`config.mk`:
```
export PLATFORM = sky130hd
export DESIGN_NAME = pwm_demod
export DESIGN_NICKNAME = d
export VERILOG_FILES = /design/src/rtl/synth_pkg.sv /design/src/rtl/sync2.sv /design/src/rtl/pwm_demod.sv
export SDC_FILE = /design/constraint.sdc
export NUM_CORES = 1
export LEC_CHECK = 0
export ABC_CLOCK_PERIOD_IN_PS = 2600
export BUFFER_PORTS_ARGS = -buffer_cell sky130_fd_sc_hd__buf_2
export CAP_MARGIN = 40
export CORE_UTILIZATION = 45
export CTS_CLUSTER_SIZE = 20
export DETAILED_ROUTE_END_ITERATION = 16
export HOLD_SLACK_MARGIN = 0.06
export PLACE_DENSITY = 0.67
export REMOVE_ABC_BUFFERS = 1
export SLEW_MARGIN = 25
export SYNTH_ARGS = -nofsm -noshare
export SYNTH_HDL_FRONTEND = slang
export SYNTH_SLANG_ARGS = --single-unit
```
`constraint.sdc`:
```
create_clock -name clk -period 2.6 [get_ports clk]
set_input_delay 0.52 -clock clk [delete_from_list [all_inputs] [get_ports clk]]
set_output_delay 0.52 -clock clk [all_outputs]
set_load 0.01 [all_outputs]
```
`src/rtl/synth_pkg.sv`:
```
// -----------------------------------------------------------------------------
// synth_pkg
// Definitions shared across the synth design and its loopback/monitor blocks.
//   pwm_demod_state_t  : PWM decoder frame-tracking states
//   PWM_PERIOD_DEFAULT : nominal PWM frame length in clocks
// -----------------------------------------------------------------------------
package synth_pkg;

   typedef enum logic [1:0] {
      IDLE,  // waiting for a rising edge; meters silence
      HIGH,  // measuring the high part of a frame
      LOW    // waiting for the rising edge that closes the frame
   } pwm_demod_state_t;

   localparam int PWM_PERIOD_DEFAULT = 256;

endpackage

```
`src/rtl/sync2.sv`:
```
// -----------------------------------------------------------------------------
// sync2
// Generic two-flop synchronizer for bringing asynchronous levels into the clk
// domain. Also used for keypad input conditioning.
// Ports:
//   clk : destination clock
//   rst : asynchronous active-high reset, clears both stages
//   d   : asynchronous input
//   q   : synchronized output, two clocks behind d
// -----------------------------------------------------------------------------
module sync2 #(
   parameter int WIDTH = 1
) (
   input  logic             clk,
   input  logic             rst,
   input  logic [WIDTH-1:0] d,
   output logic [WIDTH-1:0] q
);

   logic [WIDTH-1:0] meta;

   // NOTE: non-blocking assignments make meta and q sample together, giving a
   // true two-stage pipeline; blocking ones would collapse it into one flop.
   always_ff @(posedge clk or posedge rst) begin
      if (rst) begin
         meta <= '0;
         q    <= '0;
      end else begin
         meta <= d;
         q    <= meta;
      end
   end

endmodule

```
`src/rtl/pwm_demod.sv`:
```
// -----------------------------------------------------------------------------
// pwm_demod
// Recovers sample values from a PWM bitstream by measuring the high time of
// each frame. One frame runs from one rising edge to the next.
// Ports:
//   clk      : system clock
//   rst      : asynchronous active-high reset
//   en       : decoder enable (level); low forces IDLE and suppresses strobes
//   pwm_i    : PWM stream, asynchronous to clk
//   sample_o : last decoded duty, held between strobes
//   valid_o  : single-cycle strobe for a new sample_o
//   err_o    : frame-length error, only ever high together with valid_o
// Build option:
//   PWM_DEMOD_AVG_EN : when defined, sample_o is the floor average of the
//                      current and previous decoded samples.
// -----------------------------------------------------------------------------
module pwm_demod
   import synth_pkg::*;
#(
   parameter int PERIOD   = PWM_PERIOD_DEFAULT,
   parameter int SAMPLE_W = $clog2(PERIOD)
) (
   input  logic                clk,
   input  logic                rst,
   input  logic                en,
   input  logic                pwm_i,
   output logic [SAMPLE_W-1:0] sample_o,
   output logic                valid_o,
   output logic                err_o
);

   // One extra bit lets frame_cnt reach the LOW timeout (1.25 * PERIOD).
   localparam int CNT_W = SAMPLE_W + 1;
   localparam logic [CNT_W-1:0]    ONE          = CNT_W'(1);
   localparam logic [CNT_W-1:0]    FRAME_LAST   = CNT_W'(PERIOD - 1);
   localparam logic [CNT_W-1:0]    FRAME_LEN    = CNT_W'(PERIOD);
   localparam logic [CNT_W-1:0]    TIMEOUT_LAST = CNT_W'(PERIOD + PERIOD / 4 - 1);
   localparam logic [SAMPLE_W-1:0] SAMPLE_MAX   = SAMPLE_W'(PERIOD - 1);

   pwm_demod_state_t    state;
   logic [CNT_W-1:0]    frame_cnt;
   logic [CNT_W-1:0]    hi_cnt;
   logic                s;
   logic                s_d;
   logic                rise;
   logic                emit;
   logic                emit_err;
   logic [SAMPLE_W-1:0] emit_val;
   logic [SAMPLE_W-1:0] shaped;

   function automatic logic [SAMPLE_W-1:0] saturate(input logic [CNT_W-1:0] cnt);
      return (cnt > FRAME_LAST) ? SAMPLE_MAX : cnt[SAMPLE_W-1:0];
   endfunction

   sync2 #(.WIDTH(1)) u_sync (
      .clk (clk),
      .rst (rst),
      .d   (pwm_i),
      .q   (s)
   );

   // Edge detector keeps running while disabled so a rise right after en
   // returns is seen correctly.
   always_ff @(posedge clk or posedge rst) begin
      if (rst) s_d <= 1'b0;
      else     s_d <= s;
   end

   assign rise = s & ~s_d;

   // Frame-close decode: which cycles produce a strobe, and with what value.
   always_comb begin
      // NOTE: every output gets a default first so no branch can infer a latch.
      emit     = 1'b0;
      emit_val = '0;
      emit_err = 1'b0;
      if (en) begin
         case (state)
            // Silence: a full frame of low without an edge reports zero duty.
            IDLE: if (!s && frame_cnt == FRAME_LAST) emit = 1'b1;
            // Stuck high: a full frame of high reports full scale.
            HIGH: if (s && frame_cnt == FRAME_LAST) begin
               emit     = 1'b1;
               emit_val = SAMPLE_MAX;
            end
            // A rise closes the frame; it also beats a same-cycle timeout.
            LOW: if (rise) begin
               emit     = 1'b1;
               emit_val = saturate(hi_cnt);
               emit_err = (frame_cnt != FRAME_LEN);
            end else if (frame_cnt == TIMEOUT_LAST) begin
               emit     = 1'b1;
               emit_err = 1'b1;
            end
            default: ;
         endcase
      end
   end

`ifdef PWM_DEMOD_AVG_EN
   logic [SAMPLE_W-1:0] prev;
   logic                have_prev;
   logic [SAMPLE_W:0]   sum;

   assign sum    = {1'b0, emit_val} + {1'b0, prev};
   assign shaped = have_prev ? sum[SAMPLE_W:1] : emit_val;

   // History is dropped when disabled so the first strobe afterwards is not
   // blended with a stale sample.
   always_ff @(posedge clk or posedge rst) begin
      if (rst) begin
         prev      <= '0;
         have_prev <= 1'b0;
      end else if (!en) begin
         prev      <= '0;
         have_prev <= 1'b0;
      end else if (emit) begin
         prev      <= emit_val;
         have_prev <= 1'b1;
      end
   end
`else
   assign shaped = emit_val;
`endif

   always_ff @(posedge clk or posedge rst) begin
      if (rst) begin
         state     <= IDLE;
         frame_cnt <= '0;
         hi_cnt    <= '0;
         sample_o  <= '0;
         valid_o   <= 1'b0;
         err_o     <= 1'b0;
      end else if (!en) begin
         // sample_o deliberately keeps its last value.
         state     <= IDLE;
         frame_cnt <= '0;
         hi_cnt    <= '0;
         valid_o   <= 1'b0;
         err_o     <= 1'b0;
      end else begin
         valid_o <= emit;
         err_o   <= emit_err;
         if (emit) sample_o <= shaped;

         case (state)
            IDLE: begin
               // Only a rise leaves IDLE, so a pulse already in progress when
               // en rises is never measured.
               if (rise) begin
                  state     <= HIGH;
                  hi_cnt    <= ONE;
                  frame_cnt <= ONE;
               end else if (!s) begin
                  frame_cnt <= (frame_cnt == FRAME_LAST) ? '0 : frame_cnt + ONE;
               end
            end
            HIGH: begin
               if (!s) begin
                  state     <= LOW;
                  frame_cnt <= frame_cnt + ONE;
               end else if (frame_cnt == FRAME_LAST) begin
                  frame_cnt <= '0;
                  hi_cnt    <= '0;
               end else begin
                  frame_cnt <= frame_cnt + ONE;
                  hi_cnt    <= hi_cnt + ONE;
               end
            end
            LOW: begin
               if (rise) begin
                  state     <= HIGH;
                  hi_cnt    <= ONE;
                  frame_cnt <= ONE;
               end else if (frame_cnt == TIMEOUT_LAST) begin
                  state     <= IDLE;
                  frame_cnt <= '0;
                  hi_cnt    <= '0;
               end else begin
                  frame_cnt <= frame_cnt + ONE;
               end
            end
            default: begin
               state     <= IDLE;
               frame_cnt <= '0;
               hi_cnt    <= '0;
            end
         endcase
      end
   end

endmodule

```
==> summary.md, run 1 <==
| Metric | Value |
|---|---|
| Status | `finished, final reports clean` |
| Pwr/cell area | `635.7 mW/mm²` |
| Combinational fraction of design power | `29.5%` |
| Total net switching power | `471.7 µW` |
| Die area | `0.004545 mm²` |
| Final setup violation count | `0` |
| Post-CTS Hold Buffers | `0` |
| # rows | `23` |
| Reg-to-reg endpoint | `frame_cnt[7]$_DFFE_PP0P_` |
| #FFs+latches synth | `33` |
| Final Util | `52.48%` |
| Slew margin rel. | `60.23%` |
| Max Used Layer | `met4` |
| Internal | `882.0 µW` |
| Element type at the critical path end | `flip-flop` |
| Slew @ Worst Pin | `594.4 ps` |
| Crit path max fanout | `7` |
| Dpl hpwl | `2794 µm` |
| Pre-antenna DRT Iters | `4` |
| FF-to-FF Start | `frame_cnt[0]$_DFFE_PP0P_` |
| CORE AREA | `0.004058 mm²` |
| Clk_skew | `7.589 ps` |
| Max Freq | `0.4233 GHz` |
| Cells after synthesis | `213` |
| Initial core utilization | `47.46%` |
| Vias in the first global route | `1360` |
| Initial antenna violation count | `0` |
| Fill count | `387` |
| Fin Setup TNS | `0 ps` |
| Max Slew Vio Count | `0` |
| Final hold viol count | `0` |
| First-pass GRT wire length | `6403 µm` |
| Most frequent cells in the layout | `33 x dfrtp_1, 25 x nand2_1, 23 x nor2_1` |
| Grt total ovfl | `0` |
| Io pins | `14` |
| Final GP Congestion | `0.8606` |
| Vias per inst | `5.421` |
| Worst setup path endpoint | `frame_cnt[7]$_DFFE_PP0P_` |
| FF-to-FF setup slack | `240 ps` |
| Area grow syn2layout | `10.59%` |
| DRT iter0 DRCs | `74` |
| Postcts setup bufs | `0` |
| Post-Route M1 WL | `2030 µm` |
| Crit path DAT | `2540 ps` |
| Cell Area, Synth | `0.001926 mm²` |
| Routed WL | `3848 µm` |
| Routed length per instance | `13.74 µm` |
| Tmin final | `2362 ps` |
| Crit Path Class | `reg2reg` |
| Die Ht | `67.42 µm` |
| Worst skew pair latency | `290 ps` |
| VDD IR max | `0.0003883 V` |
| N_diodes | `0` |
| DR vias | `1518` |
| Routed length on met2 | `1575 µm` |
| Num Clock Sinks | `33` |
| Clock network fraction of design power | `25.9%` |
| Post-DRT Antenna Nets | `0` |
| Switching share of total power | `34.85%` |
| Ys Warns | `0` |
| Crit start category | `flip-flop` |
| Number of buffers created by CTS | `5` |
| Clk slew on worst S/H paths | `70 ps` |
| Unrepaired setup endpoints after global routing | `no` |
| Seq pwr share | `44.6%` |
| Final #Nets | `246` |
| Clk root buf | `clkbuf_8` |
| Worst Hold Class | `in2async` |
| Ratio of cells with drive above 1 in the final layout | `15.65%` |
| Routed met3 length | `164 µm` |
| Distinct cells, synth | `43` |
| H-tree depth | `2` |
| Post-CTS sizing | `0` |
| MaxCap Viol Count | `0` |
| Post-synthesis sequential area ratio | `42.88%` |
| Worst Reg-to-Reg Cells | `11` |
| GRT Total Usage | `19.44%` |
| Most common cell after layout, fill and taps aside | `dfrtp_1` |
| Pin count of the biggest net entering global routing | `34` |
| Clock Tree Buf Depth | `2` |
| P_leak | `0.0009490 µW` |
| Die span in x | `67.42 µm` |
| Crit path from | `frame_cnt[0]$_DFFE_PP0P_` |
| Mean Syn Cell Area | `9.040 µm²` |
| CTS tree | `built` |
| # port buffers | `13` |
| Period utilization | `90.86%` |
| Req. time, crit path | `2780 ps` |
| DRC viols | `0` |
[state kept, by name (all words and copies together), names as in the netlist]
register	flops
err_o	1
frame_cnt	9
hi_cnt	9
s_d	1
sample_o	8
state	2
u_sync.meta	1
u_sync.q	1
valid_o	1
[power by group through the flow]
stage	registers [µW]	clock network, µW	logic [µW]
2_1_floorplan	599	0	309
3_3_place_gp	609	0	393
3_5_place_dp	612	0	394
4_1_cts	603	362	400
5_1_grt	610	382	448
6_report	603	351	400
[cell type report]
| cell class | instances | area (µm²) | area share (%) |
|---|---|---|---|
| Tap cell | 50 | 62.56 | 2.938 |
| Clock buffer | 5 | 68.82 | 3.231 |
| Sequential cell | 33 | 825.8 | 38.78 |
| Timing Repair Buffer | 17 | 95.09 | 4.465 |
| Multi-Input combinational cell | 162 | 1027 | 48.24 |
| Inverter | 12 | 45.04 | 2.115 |
| Clock inverter | 1 | 5.005 | 0.2350 |
[through the flow]
step	area (µm²)	hold WS, ps	power, µW	instances	setup slack [ps]
6_report	2130	307.8	1354	280	237.6
5_1_grt	2130	325.8	1440	280	19.41
4_1_cts	2130	324.5	1365	280	238.7
3_5_place_dp	2056	339.7	1006	274	256.7
3_3_place_gp	2056	335.3	1002	274	319.8
2_1_floorplan	1898	331.2	907.7	207	85.61
[per-layer routing]
| layer | vias up | GRT usage, % |
|---|---|---|
| met5 | - | 0 |
| met4 | 0 | 9.574 |
| met3 | 7 | 4.561 |
| met2 | 36 | 28.13 |
| met1 | 690 | 26.88 |
| li1 | 785 | - |
[cells in the mapped netlist]
| cell type | n | area share [%] |
|---|---|---|
| a31oi_1 | 2 | 0.65 |
| buf_4 | 1 | 0.39 |
| buf_1 | 1 | 0.19 |
| nor2_1 | 23 | 4.5 |
| a2bb2oi_1 | 1 | 0.45 |
| clkbuf_1 | 3 | 0.58 |
| o2bb2ai_1 | 1 | 0.45 |
| or3_2 | 1 | 0.39 |
| a211oi_1 | 1 | 0.39 |
| o41ai_2 | 1 | 0.84 |
| o21bai_1 | 1 | 0.39 |
| dfrtp_1 | 33 | 43 |
| and2_1 | 2 | 0.65 |
| xnor2_1 | 2 | 0.91 |
| mux2_2 | 2 | 1.2 |
| a21oi_1 | 8 | 2.1 |
| inv_1 | 12 | 2.3 |
| ha_1 | 11 | 7.1 |
| nand3_1 | 12 | 3.1 |
| a22o_1 | 6 | 2.7 |
| o21ai_2 | 1 | 0.45 |
| nand2b_1 | 4 | 1.3 |
| nand3_2 | 1 | 0.52 |
| o21ai_0 | 20 | 5.2 |
| a22o_2 | 1 | 0.52 |
| o21ai_1 | 6 | 1.6 |
| a21o_1 | 1 | 0.39 |
| a22oi_1 | 1 | 0.39 |
| nor3b_1 | 1 | 0.39 |
| nand2_1 | 25 | 4.9 |
| a31o_2 | 1 | 0.45 |
| o31ai_1 | 5 | 1.9 |
| o31ai_2 | 1 | 0.65 |
| nand3b_1 | 2 | 0.78 |
| mux2i_1 | 2 | 1.0 |
| or3b_4 | 1 | 0.58 |
| buf_2 | 1 | 0.26 |
| nand4_1 | 3 | 0.97 |
| o311ai_4 | 1 | 1.4 |
| o2111a_1 | 1 | 0.58 |
| and3_1 | 2 | 0.65 |
| nor2b_1 | 6 | 1.9 |
| a21oi_2 | 2 | 0.91 |
[worst min path at each step]
stage | start | end | slack (ps) | depth (start not counted)
detailed placement | u_sync.meta$_DFF_PP0_ | u_sync.q$_DFF_PP0_ | 340 | 0
finish | rst | sample_o[5]$_DFFE_PP0P_ | 310 | 3
global route | pwm_i | u_sync.meta$_DFF_PP0_ | 330 | 1
CTS | rst | sample_o[6]$_DFFE_PP0P_ | 320 | 3
global placement | u_sync.meta$_DFF_PP0_ | u_sync.q$_DFF_PP0_ | 340 | 0
floorplan | u_sync.meta$_DFF_PP0_ | u_sync.q$_DFF_PP0_ | 330 | 0
[logic make-up after synthesis]
| family | share of synthesized area, % |
|---|---|
| AOI/OAI and AO/OA | 22.42 |
| xor gates and xnor gates | 0.9098 |
| adders and majority gates | 7.147 |
| buffers and inverters | 3.768 |
| DFF | 42.88 |
| muxes | 2.209 |
| and+or+nand+nor | 20.66 |
[worst max-delay path: stages (launching register included)]
cell       delay (ps)
dfrtp_1           430
ha_1              210
nand3_1           100
nor2_1            170
nand3_1           130
inv_1              70
ha_1              250
nor2b_1            70
o2bb2ai_1         260
a21oi_1           120
a21o_1            190
a22o_2            240
Power figures use the tool's default switching activity.
==> run 2: changes to the inputs <==
Settings changed: CORE_ASPECT_RATIO from default to 2.
==> summary.md, run 2 (synthesized netlist as in run 1, its figures left out) <==
| Metric | Value |
|---|---|
| Status | `finished, final reports clean` |
| Final #Nets | `246` |
| Final Util | `52.98%` |
| Io pins | `14` |
| Final hold viol count | `0` |
| Num Clock Sinks | `33` |
| Crit Path Class | `reg2reg` |
| Element type at the critical path end | `flip-flop` |
| Delay-heaviest family, CP | `compound AO/OA/AOI/OAI gates` |
| Clk root buf | `clkbuf_8` |
| Die span in x | `48.26 µm` |
| GRT Total Usage | `22.59%` |
| CP cell instances | `ha_1 -> nand3_1 -> nor2_1 -> nand3_1 -> inv_1 -> ha_1 -> o21bai_1 -> o2bb2ai_2 -> a21oi_2 -> a21oi_1 -> mux2i_1` |
| Initial antenna violation count | `0` |
| Pin count of the biggest net entering global routing | `34` |
| Crit path max fanout | `9` |
| CP peak stage delay | `430 ps` |
| Max Slew Vio Count | `0` |
| First-pass GRT wire length | `7169 µm` |
| # rows | `33` |
| Register area | `825.8 µm²` |
| Period utilization | `89.00%` |
| Post-CTS Hold Buffers | `0` |
| Crit path from | `frame_cnt[0]$_DFFE_PP0P_` |
| P_leak | `0.0009651 µW` |
| Final setup violation count | `0` |
| WP buf/inv | `1` |
| CORE AREA | `0.004088 mm²` |
| Vias per inst | `5.655` |
| Top flop regs | `frame_cnt: 9 flops, hi_cnt: 9 flops, sample_o: 8 flops` |
| Hold slack | `300.4 ps` |
| Setup WS post-layout | `286.1 ps` |
| CTS tree | `built` |
| Die area | `0.004561 mm²` |
| Unrepaired setup endpoints after global routing | `no` |
| DRT iter0 DRCs | `20` |
| Area grow syn2layout | `12.48%` |
| Initial core utilization | `47.11%` |
| H-tree depth | `2` |
| Most frequent cells in the layout | `33 x dfrtp_1, 25 x nand2_1, 23 x nor2_1` |
| Max Freq | `0.4322 GHz` |
| Routed WL | `4330 µm` |
| Clk_skew | `9.174 ps` |
| Worst Hold Class | `in2async` |
| Slew margin rel. | `59.72%` |
| Dpl cells | `276` |
| Slew @ Worst Pin | `602.0 ps` |
| Ratio of cells with drive above 1 in the final layout | `16.81%` |
| VDD IR max | `0.0004398 V` |
| # port buffers | `13` |
| Grt total ovfl | `0` |
| Die Ht | `94.51 µm` |
| Worst skew pair latency | `300 ps` |
| Most common cell after layout, fill and taps aside | `dfrtp_1` |
| DR vias | `1606` |
| Clock Tree Buf Depth | `2` |
| Crit path DAT | `2530 ps` |
| Pwr/cell area | `661.5 mW/mm²` |
| Post-DRT Antenna Nets | `0` |
| Clk slew on worst S/H paths | `70 ps` |
| Multi-input combinational cell area | `0.001033 mm²` |
| DRC viols | `0` |
| Fill count | `400` |
| Tmin final | `2314 ps` |
| Dpl hpwl | `3302 µm` |
| Vias in the first global route | `1593` |
| Fin Setup TNS | `0 ps` |
| Crit start category | `flip-flop` |
| Final GP Congestion | `0.9529` |
| Slowest cell on the critical path | `dfrtp_1` |
| N_diodes | `0` |
| FF-to-FF Start | `frame_cnt[0]$_DFFE_PP0P_` |
| MaxCap Viol Count | `0` |
| Routed length per instance | `15.25 µm` |
| Number of buffers created by CTS | `5` |
| Post-place setup slack | `248.6 ps` |
| Pre-antenna DRT Iters | `4` |
| Req. time, crit path | `2820 ps` |
| Post-Layout Cell Count | `284` |
[run 2: metal layers]
layer	GRT usage (%)	vias to the layer above	wire, µm
met2	41.11	34	2525
met3	4.589	12	109
met1	20.98	774	1531
met4	12.50	0	163
met5	0	-	0
li1	-	786	-
[run 2: worst register-to-register path: stages (launching register included)]
cell,delay [ps]
dfrtp_1,430
ha_1,250
nand3_1,100
nor2_1,70
nand3_1,120
inv_1,50
ha_1,240
o21bai_1,200
o2bb2ai_2,150
a21oi_2,370
a21oi_1,120
mux2i_1,140
[run 2: metrics by stage]
| stage | total power (µW) | instance area [µm²] |
|---|---|---|
| 6_report | 1433 | 2166 |
| 3_5_place_dp | 1006 | 2058 |
| 5_1_grt | 1530 | 2166 |
| 4_1_cts | 1437 | 2160 |
| 2_1_floorplan | 907.7 | 1898 |
| 3_3_place_gp | 1000 | 2058 |
[run 2: power by group]
part           internal, µW  total (µW)  switching, µW  leakage [µW]
Sequential              551         601           50.2      0.000449
Clock                   239         428            189     0.0000542
Combinational           158         403            245      0.000462
[run 2: layout make-up]
class	instances	area share [%]
clock inverters	1	0.2311
well taps	52	3.004
inverters	12	2.080
multi-input cells	162	47.72
flip-flops and latches	33	38.13
clock buffers	7	4.448
repair buffers	17	4.391
[run 2: final timing paths]
path                                            end  slack, ps  cells after the start
max reg2reg                frame_cnt[2]$_DFFE_PP0P_        290                     11
max in group asynchronous  frame_cnt[6]$_DFFE_PP0P_       1990                      3
min                           hi_cnt[5]$_DFFE_PP0P_        300                      3
max                        frame_cnt[2]$_DFFE_PP0P_        290                     11
min in group clk              u_sync.meta$_DFF_PP0_        330                      1
min reg2reg                      u_sync.q$_DFF_PP0_        350                      0
[run 2: repair_timing]
action,in CTS,in global routing
buffers inserted,0,0
setup endpoints to repair,0,1
gates resized for setup,0,1
==> run 3: changes to the inputs <==
Settings changed: ABC_CLOCK_PERIOD_IN_PS 2600 to 2860, GPL_ROUTABILITY_DRIVEN from default to 1.
Clock period 2.6 ns to 2.86 ns, I/O delays scaled along.
==> summary.md, run 3 (synthesized netlist as in run 1, its figures left out) <==
| Metric | Value |
|---|---|
| Element type at the critical path end | `flip-flop` |
| Final #Nets | `245` |
| Post-place setup slack | `327.9 ps` |
| Worst Reg-to-Reg Cells | `11` |
| Hold path cells | `0` |
| Top flop regs | `frame_cnt: 9 flops, hi_cnt: 9 flops, sample_o: 8 flops` |
| Post-CTS sizing | `0` |
| Fill count | `393` |
| Period utilization | `88.94%` |
| Switching share of total power | `35.16%` |
| Routed WL | `4212 µm` |
| Max Slew Vio Count | `0` |
| Reg-to-reg endpoint | `frame_cnt[7]$_DFFE_PP0P_` |
| N_diodes | `0` |
| # rows | `33` |
| Final GP Congestion | `0.8373` |
| Clk root buf | `clkbuf_8` |
| Combinational fraction of design power | `29.5%` |
| Final setup violation count | `0` |
| H-tree depth | `2` |
| FF-to-FF Start | `frame_cnt[0]$_DFFE_PP0P_` |
| Ratio of cells with drive above 1 in the final layout | `15.58%` |
| Postcts setup bufs | `0` |
| Clk slew on worst S/H paths | `70 ps` |
| Pin count of the biggest net entering global routing | `34` |
| Seq pwr share | `43.8%` |
| Post-CTS Hold Buffers | `0` |
| Crit path DAT | `2720 ps` |
| Clock network fraction of design power | `26.7%` |
| VDD IR max | `0.0004534 V` |
| First-pass GRT wire length | `7189 µm` |
| DR vias | `1575` |
| Internal | `809.5 µW` |
| Area grow syn2layout | `10.79%` |
| Routed length per instance | `14.88 µm` |
| Worst Hold Class | `reg2reg` |
| Worst skew pair latency | `290 ps` |
| Pwr/cell area | `585.2 mW/mm²` |
| Grt total ovfl | `0` |
| MaxCap Viol Count | `0` |
| Io pins | `14` |
| Most frequent cells in the layout | `33 x dfrtp_1, 25 x nand2_1, 23 x nor2_1` |
| Initial antenna violation count | `0` |
| Initial core utilization | `47.11%` |
| FF-to-FF setup slack | `320 ps` |
| Slew margin rel. | `57.00%` |
| Die span in x | `48.26 µm` |
| Req. time, crit path | `3030 ps` |
| Dpl cells | `275` |
| Crit Path Class | `reg2reg` |
| Hold Crit Start | `u_sync.meta$_DFF_PP0_` |
| Vias in the first global route | `1604` |
| Crit path max fanout | `7` |
| Unrepaired setup endpoints after global routing | `no` |
| DRT iter0 DRCs | `34` |
| Die area | `0.004561 mm²` |
| Die Ht | `94.51 µm` |
| Post-Layout Cell Count | `283` |
| Crit start category | `flip-flop` |
| Fin Setup TNS | `0 ps` |
| Number of buffers created by CTS | `5` |
| Setup WS post-layout | `316.3 ps` |
| Num Clock Sinks | `33` |
| CTS tree | `built` |
| Post-DRT Antenna Nets | `0` |
| GRT Total Usage | `22.45%` |
| Status | `finished, final reports clean` |
| Clock Tree Buf Depth | `2` |
| CORE AREA | `0.004088 mm²` |
| Tmin final | `2544 ps` |
| Final hold viol count | `0` |
| Clk_skew | `8.507 ps` |
| Slew @ Worst Pin | `642.6 ps` |
| Final total power | `1248 µW` |
| Hold endpoint | `u_sync.q$_DFF_PP0_` |
| DRC viols | `0` |
| Total net switching power | `438.9 µW` |
| Pre-antenna DRT Iters | `4` |
| P_leak | `0.0009499 µW` |
| Max Freq | `0.3931 GHz` |
| Dpl hpwl | `3147 µm` |
| Most common cell after layout, fill and taps aside | `dfrtp_1` |
| # port buffers | `13` |
| Vias per inst | `5.565` |
==> run 3: cell type report <==
class	instances	area, µm²	share of cell area [%]
multi-input combinational	162	1027	48.15
sequential	33	825.8	38.71
timing repair buffer	16	87.58	4.106
clock buffer	6	72.57	3.402
tap	52	65.06	3.050
inverter	12	45.04	2.111
clock inverter	2	10.01	0.4692
==> run 3: worst max-delay path: stages (launching register included) <==
cell and delay [ps]:
dfrtp_1 420, ha_1 210, nand3_1 230, nor2_1 260, nand3_1 130, inv_1 70, ha_1 240, nor2b_1 70
o2bb2ai_1 270, a21oi_1 110, a21o_1 180, a22o_2 240
==> run 3: power by group through the flow <==
stage / Combinational, µW / Sequential (µW) / Clock [µW]
2_1_floorplan: 281 / 544 / 0
4_1_cts: 367 / 546 / 351
5_1_grt: 419 / 553 / 368
3_5_place_dp: 362 / 555 / 0
3_3_place_gp: 360 / 553 / 0
6_report: 368 / 547 / 333
==> run 3: per-stage QoR <==
| stage | cell area, µm² | hold slack, ps | utilization [%] |
|---|---|---|---|
| 2_1_floorplan | 1898 | 331.2 | - |
| 3_3_place_gp | 2051 | 334.6 | 50.17 |
| 3_5_place_dp | 2051 | 338.5 | 50.17 |
| 4_1_cts | 2133 | 353.4 | 52.19 |
| 5_1_grt | 2133 | 358.0 | 52.19 |
| 6_report | 2133 | 349.3 | 52.19 |
==> run 3: how the worst max path moves through the flow <==
stage | from | end | slack (ps)
after CTS | frame_cnt[0]$_DFFE_PP0P_ | frame_cnt[7]$_DFFE_PP0P_ | 320
after global routing | frame_cnt[0]$_DFFE_PP0P_ | frame_cnt[7]$_DFFE_PP0P_ | 40
final | frame_cnt[0]$_DFFE_PP0P_ | frame_cnt[7]$_DFFE_PP0P_ | 320
after floorplan | frame_cnt[0]$_DFFE_PP0P_ | sample_o[0]$_DFFE_PP0P_ | 350
after detailed placement | frame_cnt[0]$_DFFE_PP0P_ | frame_cnt[7]$_DFFE_PP0P_ | 330
after global placement | frame_cnt[0]$_DFFE_PP0P_ | hi_cnt[5]$_DFFE_PP0P_ | 360
==> run 3: routing by layer <==
metal  wire [µm]  track usage (%)  vias to the layer above  part of all wire [%]
met3         102            2.868                       15                   2.4
met2        2347            39.11                       38                    56
met5           0                0                        -                     0
met1        1575            23.20                      737                    37
li1            -                -                      785                     -
met4         187            13.66                        0                   4.4
